**src/rtl/ctrl_pkg.sv**
```systemverilog
// ctrl_pkg: shared definitions for the pipeline control path.
//   - ALUOp encodings, forwarding-select encodings, opcode constants
//   - ctrl_t: 11-bit packed control bundle carried down the pipeline
package ctrl_pkg;

   // ALUOp
   localparam logic [1:0] ALU_ADD  = 2'b10;
   localparam logic [1:0] ALU_SUB  = 2'b01;
   localparam logic [1:0] ALU_OR   = 2'b00;
   localparam logic [1:0] ALU_ANDX = 2'b11;   // AND / XOR

   // Forwarding selects for ALU operands
   localparam logic [1:0] FWD_REG = 2'b00;
   localparam logic [1:0] FWD_WB  = 2'b01;
   localparam logic [1:0] FWD_MEM = 2'b10;

   // Opcodes (MIPS-style, 6 bits)
   localparam logic [5:0] OP_RTYPE = 6'h00;
   localparam logic [5:0] OP_LW    = 6'h23;
   localparam logic [5:0] OP_SW    = 6'h2b;
   localparam logic [5:0] OP_BEQ   = 6'h04;
   localparam logic [5:0] OP_XORI  = 6'h0e;
   localparam logic [5:0] OP_J     = 6'h02;

   // vld marks a real instruction; a bubble is the all-zero bundle.
   typedef struct packed {
      logic       vld;
      logic       reg_dst;
      logic       alu_src;
      logic       mem_to_reg;
      logic       reg_write;
      logic       mem_read;
      logic       mem_write;
      logic       branch;
      logic       jump;
      logic [1:0] alu_op;
   } ctrl_t;

endpackage

```
**src/rtl/ctrl_pipe_hazard_fwd_sel.sv**
```systemverilog
// fwd_sel: combinational forwarding comparator for one ALU operand.
//   src_i      - register read by the instruction in EX
//   mem_rw_i   - RegWrite of the instruction in MEM, mem_dest_i its destination
//   wb_rw_i    - RegWrite of the instruction in WB,  wb_dest_i its destination
//   sel_o      - FWD_MEM / FWD_WB / FWD_REG; MEM has priority (newer value)
module fwd_sel
   import ctrl_pkg::*;
#(
   parameter int RA_W = 5
)(
   input  logic [RA_W-1:0] src_i,
   input  logic            mem_rw_i,
   input  logic [RA_W-1:0] mem_dest_i,
   input  logic            wb_rw_i,
   input  logic [RA_W-1:0] wb_dest_i,
   output logic [1:0]      sel_o
);

   // r0 is hardwired zero, so it is never a forwarding source.
   always_comb begin
      sel_o = FWD_REG;
      if (wb_rw_i && (wb_dest_i != '0) && (wb_dest_i == src_i))
         sel_o = FWD_WB;
      if (mem_rw_i && (mem_dest_i != '0) && (mem_dest_i == src_i))
         sel_o = FWD_MEM;
   end

endmodule

```
**src/rtl/ctrl_pipe_hazard.sv**
```systemverilog
// ctrl_pipe_hazard: control half of the ID/EX, EX/MEM, MEM/WB pipeline
// registers, plus load-use stall, branch/jump flush and EX forwarding selects.
//   Inputs : clk, reset (async, active high), id_* decoded control and register
//            fields of the instruction in ID, ex_zero from the ALU.
//   Outputs: pc_write, ifid_write, ifid_flush (fetch control),
//            ex_*/mem_*/wb_* stage controls, *_dest per stage, fwd_a/fwd_b.
// Optional: define CTRL_PIPE_PERF_CNT_EN to add saturating stall_cnt and
//           flush_cnt outputs (CNT_W bits each).
module ctrl_pipe_hazard
   import ctrl_pkg::*;
#(
   parameter int RA_W  = 5,
   parameter int CNT_W = 16
)(
   input  logic            clk,
   input  logic            reset,
   input  logic            id_reg_dst,
   input  logic            id_alu_src,
   input  logic            id_mem_to_reg,
   input  logic            id_reg_write,
   input  logic            id_mem_read,
   input  logic            id_mem_write,
   input  logic            id_branch,
   input  logic            id_jump,
   input  logic [1:0]      id_alu_op,
   input  logic [RA_W-1:0] id_rs,
   input  logic [RA_W-1:0] id_rt,
   input  logic [RA_W-1:0] id_rd,
   input  logic            ex_zero,
   output logic            pc_write,
   output logic            ifid_write,
   output logic            ifid_flush,
   output logic            ex_alu_src,
   output logic [1:0]      ex_alu_op,
   output logic [RA_W-1:0] ex_rs,
   output logic [RA_W-1:0] ex_rt,
   output logic            mem_mem_read,
   output logic            mem_mem_write,
   output logic            wb_reg_write,
   output logic            wb_mem_to_reg,
   output logic [RA_W-1:0] ex_dest,
   output logic [RA_W-1:0] mem_dest,
   output logic [RA_W-1:0] wb_dest,
   output logic [1:0]      fwd_a,
   output logic [1:0]      fwd_b
`ifdef CTRL_PIPE_PERF_CNT_EN
   ,
   output logic [CNT_W-1:0] stall_cnt,
   output logic [CNT_W-1:0] flush_cnt
`endif
);

   ctrl_t           id_ctrl, ex_d, ex_q, mem_q, wb_q;
   logic [RA_W-1:0] ex_rs_d, ex_rt_d, ex_dest_d;
   logic [RA_W-1:0] ex_rs_q, ex_rt_q, ex_dest_q, mem_dest_q, wb_dest_q;
   logic            br_taken, luh, bubble;

   always_comb begin
      id_ctrl = '{vld: 1'b1, reg_dst: id_reg_dst, alu_src: id_alu_src,
                  mem_to_reg: id_mem_to_reg, reg_write: id_reg_write,
                  mem_read: id_mem_read, mem_write: id_mem_write,
                  branch: id_branch, jump: id_jump, alu_op: id_alu_op};
   end

   // A jump in ID is flushed behind it anyway, so it never needs to stall.
   assign br_taken = ex_q.branch & ex_zero;
   assign luh      = ex_q.mem_read & (ex_dest_q != '0) & ~id_jump &
                     ((ex_dest_q == id_rs) | (ex_dest_q == id_rt));
   assign bubble   = br_taken | luh;

   // A taken branch overrides the stall: the stalled instruction is squashed.
   assign pc_write   = ~luh | br_taken;
   assign ifid_write = ~luh | br_taken;
   assign ifid_flush = br_taken | id_jump;

   always_comb begin
      ex_d      = id_ctrl;
      ex_rs_d   = id_rs;
      ex_rt_d   = id_rt;
      ex_dest_d = id_reg_dst ? id_rd : id_rt;
      if (bubble) begin
         ex_d      = '0;
         ex_rs_d   = '0;
         ex_rt_d   = '0;
         ex_dest_d = '0;
      end
   end

   always_ff @(posedge clk or posedge reset) begin
      if (reset) begin
         ex_q       <= '0;
         mem_q      <= '0;
         wb_q       <= '0;
         ex_rs_q    <= '0;
         ex_rt_q    <= '0;
         ex_dest_q  <= '0;
         mem_dest_q <= '0;
         wb_dest_q  <= '0;
      end else begin
         ex_q       <= ex_d;
         ex_rs_q    <= ex_rs_d;
         ex_rt_q    <= ex_rt_d;
         ex_dest_q  <= ex_dest_d;
         mem_q      <= ex_q;
         mem_dest_q <= ex_dest_q;
         wb_q       <= mem_q;
         wb_dest_q  <= mem_dest_q;
      end
   end

   assign ex_alu_src    = ex_q.alu_src;
   assign ex_alu_op     = ex_q.alu_op;
   assign ex_rs         = ex_rs_q;
   assign ex_rt         = ex_rt_q;
   assign mem_mem_read  = mem_q.mem_read;
   assign mem_mem_write = mem_q.mem_write;
   assign wb_reg_write  = wb_q.reg_write;
   assign wb_mem_to_reg = wb_q.mem_to_reg;
   assign ex_dest       = ex_dest_q;
   assign mem_dest      = mem_dest_q;
   assign wb_dest       = wb_dest_q;

   // Only RegWrite/MemToReg are consumed in WB; the rest of the bundle ends here.
   logic unused_wb;
   assign unused_wb = ^wb_q;

   fwd_sel #(.RA_W(RA_W)) u_fwd_a (
      .src_i(ex_rs_q), .mem_rw_i(mem_q.reg_write), .mem_dest_i(mem_dest_q),
      .wb_rw_i(wb_q.reg_write), .wb_dest_i(wb_dest_q), .sel_o(fwd_a)
   );

   fwd_sel #(.RA_W(RA_W)) u_fwd_b (
      .src_i(ex_rt_q), .mem_rw_i(mem_q.reg_write), .mem_dest_i(mem_dest_q),
      .wb_rw_i(wb_q.reg_write), .wb_dest_i(wb_dest_q), .sel_o(fwd_b)
   );

`ifdef CTRL_PIPE_PERF_CNT_EN
   logic [CNT_W-1:0] stall_cnt_q, flush_cnt_q;

   always_ff @(posedge clk or posedge reset) begin
      if (reset) begin
         stall_cnt_q <= '0;
         flush_cnt_q <= '0;
      end else begin
         if (luh && !br_taken && !(&stall_cnt_q))
            stall_cnt_q <= stall_cnt_q + 1'b1;
         if (ifid_flush && !(&flush_cnt_q))
            flush_cnt_q <= flush_cnt_q + 1'b1;
      end
   end

   assign stall_cnt = stall_cnt_q;
   assign flush_cnt = flush_cnt_q;
`else
   localparam int CNT_W_UNUSED = CNT_W;
`endif

endmodule

```
**config.mk**
```make
export PLATFORM = sky130hd
export DESIGN_NAME = ctrl_pipe_hazard
export DESIGN_NICKNAME = d
export VERILOG_FILES = /design/src/rtl/ctrl_pkg.sv /design/src/rtl/ctrl_pipe_hazard_fwd_sel.sv /design/src/rtl/ctrl_pipe_hazard.sv
export SDC_FILE = /design/constraint.sdc
export NUM_CORES = 1
export LEC_CHECK = 0
export CAP_MARGIN = 10
export CELL_PAD_IN_SITES_DETAIL_PLACEMENT = 1
export CELL_PAD_IN_SITES_GLOBAL_PLACEMENT = 1
export CORE_MARGIN = 2
export CORE_UTILIZATION = 33
export CTS_CLUSTER_SIZE = 8
export DETAILED_ROUTE_END_ITERATION = 6
export PLACE_DENSITY = 0.87
export SLEW_MARGIN = 0
export SYNTH_ARGS = -nofsm -noshare
export SYNTH_HDL_FRONTEND = slang
export SYNTH_SLANG_ARGS = --single-unit
```
**constraint.sdc**
```tcl
create_clock -name clk -period 2.11 [get_ports clk]
set_clock_uncertainty 0.1 [all_clocks]
set_input_delay 0.422 -clock clk [delete_from_list [all_inputs] [get_ports clk]]
set_output_delay 0.422 -clock clk [all_outputs]
set_load 0.01 [all_outputs]
```
==> qor.csv, run 1 <==
metric,value,unit
"Clk Latency, worst-skew pair",0.30,ns
Post-Syn Nets,177,
unrepaired setup endpoints after global routing,yes,
H-Tree Depth,2,
post-synth cell types,23,
Final #Nets,282,
Clock Tree Root,clkbuf_8,
vias per cell,4.81,
Pleak,1.39,nW
Row Count,26,
Overflow after GRT,0,
worst path required time,1.59,ns
min Tclk post-route,2.44,ns
max_slew headroom,67.8,%
main combinational cell family by area after synthesis,XOR/XNOR gates,
Post-DP HPWL,3.97,mm
most frequent cells in the layout,"clkdlybuf4s50_1, buf_4, dfrtp_1, nand2_1, a21oi_1",
simple-gate area share of the yosys netlist,11.8,%
synthesized area,1710,um^2
DRC,0,
DIE HEIGHT,76.0,um
Hold Buf Count CTS,0,
wire per inst,17.1,um
CTS tree,yes,
share of the synthesized area in the top cell type,57.1,%
maximum root-to-sink buffer count,2,
Placer Congestion,0.813,
number of global-route vias before repair,1741,
initial antenna violation count,0,
dpl ws,-0.456,ns
Compound-Gate Fraction of Synth Area,9.14,%
Worst Tran Pin Value,0.484,ns
Arrival @ worst endpoint,1.92,ns
register area share after synthesis,57.1,%
CTS sink cnt,39,
CTS buffer count,5,
fraction of synthesized area in multiplexers,2.93,%
largest cells by area after synthesis,"dfrtp_1, xnor2_1, xor2_1, a21oi_1, nand2_1",
die area,5780,um^2
"commonest non-fill, non-tap cell in the layout",clkdlybuf4s50_1,
DR iter-0 viols,55,
adder-cell area share of the yosys netlist,0,%
first-pass GRT wire length,9.03,mm
placed cells,312,
pin count of the biggest net entering global routing,40,
final worst slack,-0.334,ns
Max Fclk,409,MHz
Clock Pin Slew Worst Setup and Hold Paths,0.08,ns
Core Footprint,5040,um^2
Hold Path Class,register to register,
ANT nets after route,0,
failing checks,setup timing,
Initial Utilization,33.9,%
layout cells sized above 1,32.9,%
Pre-antenna DRT Iters,4,
"Avg Cell Area, Syn",11.5,um^2
max_cap viols,0,
XOR/XNOR Fraction of Synth Area,15.4,%
"Hold Vio Cnt, Final",0,
"Area growth, synth to finish",75.9,%
WL final,5.56,mm
Final Max Slew Viols,0,
Final Setup Violations,6,
Crit Path Max Fanout,4,
GRT Total Usage,20.1,%
Startpoint Class,register,
I/O Buffers,66,
most area-hungry cell type in the Yosys netlist,dfrtp_1,
Max VDD drop,0.368,mV
status,"complete, but fails checks",
path type of the worst setup path,register to output pin,
YS warnings,0,
Die W,76.0,um
io pins,67,
Tcrit/Tclk final,116,%
Mapped Cells,149,
crit end category,output pin,
pwr dens,695,nW/um^2
Seq cells post-synth,39,
# diodes,0,
routed vias,1562,
Layout Cells excl Fill,325,
## layout make-up
cell class | count | area [um^2]
Fill cell | 531 | 2030
Sequential cell | 39 | 977
Timing Repair Buffer | 108 | 976
Multi-Input combinational cell | 99 | 852
Tap cell | 70 | 87.6
Clock buffer | 5 | 68.8
Clock inverter | 3 | 43.8
Inverter | 1 | 3.75
## path summary, 6_finish.rpt
path,startpoint,endpoint,slack (ns),cells after the start
min in group asynchronous,reset,ex_q[4],0.45,3
worst max register to register,ex_dest[4],ex_dest[0],0.19,5
worst min-delay path,mem_q[7],wb_mem_to_reg,0.25,0
worst min register to register,mem_q[7],wb_mem_to_reg,0.25,0
worst max-delay path,wb_dest[2],fwd_a[0],-0.33,5
max in group asynchronous,reset,ex_dest[0],1.11,3
## worst max-delay path: stages, from the launching register on
cell     delay (ns)
dfrtp_1        0.42
or4_1          0.16
o21ai_2        0.06
or4_4          0.55
nor4_4         0.26
buf_2          0.17
## power breakdown
| part | total (mW) | switching, mW | leakage (nW) | internal (mW) |
|---|---|---|---|---|
| clock | 0.628 | 0.276 | 0.0581 | 0.352 |
| sequential | 0.863 | 0.0525 | 0.474 | 0.811 |
| combinational | 0.600 | 0.273 | 0.862 | 0.327 |
## what timing repair did
item	in CTS	in global routing
gates cloned	0	0
endpoints found under the setup margin	7	6
buffers inserted	3	4
resized for setup	50	16
endpoints found under the hold margin	0	0
pin swaps	8	13
## Yosys cell counts
library cell / instances
nand2b_1: 1
o22ai_1: 1
dfrtp_1: 39
nor4_2: 2
clkbuf_1: 2
a21oi_1: 18
o21ai_1: 2
nor4_1: 2
buf_6: 1
buf_2: 3
nor3b_2: 1
nor2_1: 1
a221oi_1: 4
buf_4: 3
xor2_1: 14
buf_1: 1
or4_1: 5
a221oi_2: 1
xnor2_1: 16
nand2_1: 21
mux2i_1: 5
inv_1: 1
nand3_1: 5
## metrics by stage
step | TNS (ns) | power (mW) | hold slack (ns) | area (um^2) | util [%]
final | -1.13 | 2.09 | 0.249 | 3010 | 59.7
after global routing | -1.48 | 2.19 | 0.259 | 3010 | 59.7
after CTS | -1.01 | 2.06 | 0.253 | 2890 | 57.4
after detailed placement | -2.56 | 1.39 | 0.236 | 2690 | 53.3
after global placement | -2.28 | 1.37 | 0.233 | 2690 | 53.3
after floorplan | 0 | 1.08 | 0.231 | 1720 | -
## per-layer routing
layer | vias to the layer above | GRT usage, % | part of all wire (%)
li1 | 717 | - | -
met1 | 769 | 22.5 | 37
met2 | 65 | 37.2 | 55
met3 | 11 | 4.74 | 5.4
met4 | 0 | 7.27 | 2.4
met5 | - | 0 | 0
## cell families after synthesis
family,Yosys count
mux,5
simple gates,38
flops,39
compound gates,26
xor+xnor,30
buf+inv,11
No activity file was read; power rests on OpenSTA's default activity.
==> run 2, diff against run 1 <==
CTS_CLUSTER_SIZE = 40   (was 8)
==> results of run 2 <==
Same layout as run 1: the final DEF is identical, and so are final timing and power.
==> run 3, diff against run 2 <==
CTS_CLUSTER_DIAMETER = 80   (was default)
clock period = 2.25 ns   (was 2.11 ns; I/O delays follow)
==> qor.csv, run 3 (synthesized netlist as in run 1, its figures left out) <==
metric,value,unit,change
peak per-stage delay on the critical path,0.49,ns,was 0.55 ns
Final #Nets,279,,was 282
Post-Place Cell Area,2680,um^2,was 2690 um^2
Power Total,1.93,mW,was 2.09 mW
Pleak,1.33,nW,was 1.39 nW
max_cap viols,0,,unchanged
die area,5780,um^2,unchanged
crit-path cells,buf_4 > xor2_1 > or4_4 > nor4_2 > buf_2,,was or4_1 > o21ai_2 > or4_4 > nor4_4 > buf_2
routed vias,1537,,"was 1,562"
Pre-antenna DRT Iters,4,,unchanged
maximum root-to-sink buffer count,2,,unchanged
H-Tree Depth,2,,unchanged
DRC,0,,unchanged
most frequent cells in the layout,"clkdlybuf4s50_1, dfrtp_1, buf_4, nand2_1, a21oi_1",,"was clkdlybuf4s50_1, buf_4, dfrtp_1, nand2_1, a21oi_1"
pwr dens,659,nW/um^2,was 695 nW/um^2
Placer Congestion,0.769,,was 0.813
I/O Buffers,66,,unchanged
Hold Buf Count CTS,0,,unchanged
Tcrit/Tclk final,110,%,
Post-DP HPWL,3.85,mm,was 3.97 mm
status,"complete, but fails checks",,unchanged
unrepaired setup endpoints after global routing,yes,,unchanged
GRT Total Usage,19.6,%,was 20.1%
Clock Tree Root,clkbuf_8,,unchanged
CTS sink cnt,39,,unchanged
pin count of the biggest net entering global routing,40,,unchanged
vias per cell,4.77,,was 4.81
CTS buffer count,5,,unchanged
Die W,76.0,um,unchanged
io pins,67,,unchanged
dpl ws,-0.412,ns,was -0.456 ns
number of global-route vias before repair,1722,,"was 1,741"
filler instances,527,,was 531
Overflow after GRT,0,,unchanged
Final Cell Area,2920,um^2,was 3010 um^2
Initial Utilization,33.9,%,unchanged
Final Setup Violations,4,,was 6
path type of the worst setup path,register to output pin,,unchanged
ANT nets after route,0,,unchanged
DR iter-0 viols,56,,was 55
Max VDD drop,0.341,mV,was 0.368 mV
layout cells sized above 1,29.4,%,was 32.9%
crit end category,output pin,,unchanged
worst path required time,1.70,ns,was 1.59 ns
DIE HEIGHT,76.0,um,unchanged
Hold Path Class,register to register,,unchanged
Clock Pin Slew Worst Setup and Hold Paths,0.08,ns,about the same
"commonest non-fill, non-tap cell in the layout",clkdlybuf4s50_1,,unchanged
max_slew headroom,68.7,%,was 67.8%
hold slack,0.252,ns,was 0.249 ns
flop2flop setup slack,0.39,ns,was 0.19 ns
min Tclk post-route,2.46,ns,
"Slowest-stage cell, CP",or4_4,,unchanged
FF+latch area,976,um^2,was 977 um^2
wire per inst,16.3,um,was 17.1 um
Arrival @ worst endpoint,1.91,ns,was 1.92 ns
"Area growth, synth to finish",71.0,%,was 75.9%
"Hold Vio Cnt, Final",0,,unchanged
Crit Path Max Fanout,3,,was 4
first-pass GRT wire length,8.81,mm,was 9.03 mm
Max Fclk,406,MHz,
Worst Tran Pin Value,0.470,ns,was 0.484 ns
Core Footprint,5040,um^2,unchanged
CTS tree,yes,,unchanged
Final Max Slew Viols,0,,unchanged
Startpoint Class,register,,unchanged
initial antenna violation count,0,,unchanged
Row Count,26,,unchanged
"Clk Latency, worst-skew pair",0.29,ns,was 0.30 ns
WL final,5.24,mm,was 5.56 mm
failing checks,setup timing,,unchanged
area of the multi-input gates,800,um^2,was 852 um^2
final worst slack,-0.214,ns,was -0.334 ns
# diodes,0,,unchanged
run 3: cell count changes in the layout (fill, tap and decap cells not counted), moves of 2 or more:
cell and change:
dlymetal6s2s_1 -2, dlygate4sd2_1 -2, xnor2_2 -4, buf_4 -3, xnor2_1 +4, clkdlybuf4s50_1 +4
run 3: worst max-delay path: cells and delay by family, from the launching register on:
kind / cells / cell delay [ns]
and+or+nand+nor: 2 / 0.75
DFF: 1 / 0.41
buffers and inverters: 2 / 0.31
xor gates and xnor gates: 1 / 0.14
run 3: final cells by class:
class	instances	area share, %
inverter	1	0.128
tap	70	3.00
timing repair buffer	105	32.3
clock inverter	3	1.50
multi-input combinational	99	27.3
clock buffer	5	2.35
sequential	39	33.4
run 3: metrics by stage:
stage | utilization (%) | std cells | TNS (ns)
finish | 58.0 | 322 | -0.621
floorplan | - | 149 | 0
detailed placement | 53.2 | 312 | -2.12
CTS | 57.0 | 323 | -0.608
global placement | 53.2 | 312 | -1.58
global route | 58.0 | 322 | -0.904
run 3: worst paths after layout:
check / start / end / cells after the start
max in group asynchronous: reset / ex_rs[2] / 3
worst max register to register: ex_dest[1] / ex_dest[2] / 5
worst min-delay path: ex_q[6] / mem_q[6] / 0
worst max-delay path: wb_dest[4] / fwd_a[0] / 5
min in group asynchronous: reset / wb_dest[0] / 3
worst min register to register: ex_q[6] / mem_q[6] / 0
run 3: routing by layer:
metal | track usage, % | vias to the layer above | part of all wire, %
met5 | 0 | - | 0
met4 | 8.73 | 0 | 3.7
met3 | 4.50 | 17 | 5.3
met2 | 36.3 | 62 | 55
met1 | 21.2 | 745 | 36
li1 | - | 713 | -
run 3: timing repair:
| item | CTS | global route |
|---|---|---|
| hold endpoints to repair | 0 | 0 |
| setup buffers | 3 | 0 |
| setup endpoints to repair | 7 | 6 |
| gates resized for setup | 42 | 11 |
| pin swaps | 10 | 9 |
run 3: power by group:
| part | switching (mW) | leakage, nW | internal (mW) |
|---|---|---|---|
| registers | 0.0521 | 0.475 | 0.760 |
| clock network | 0.253 | 0.0581 | 0.330 |
| logic | 0.238 | 0.795 | 0.292 |
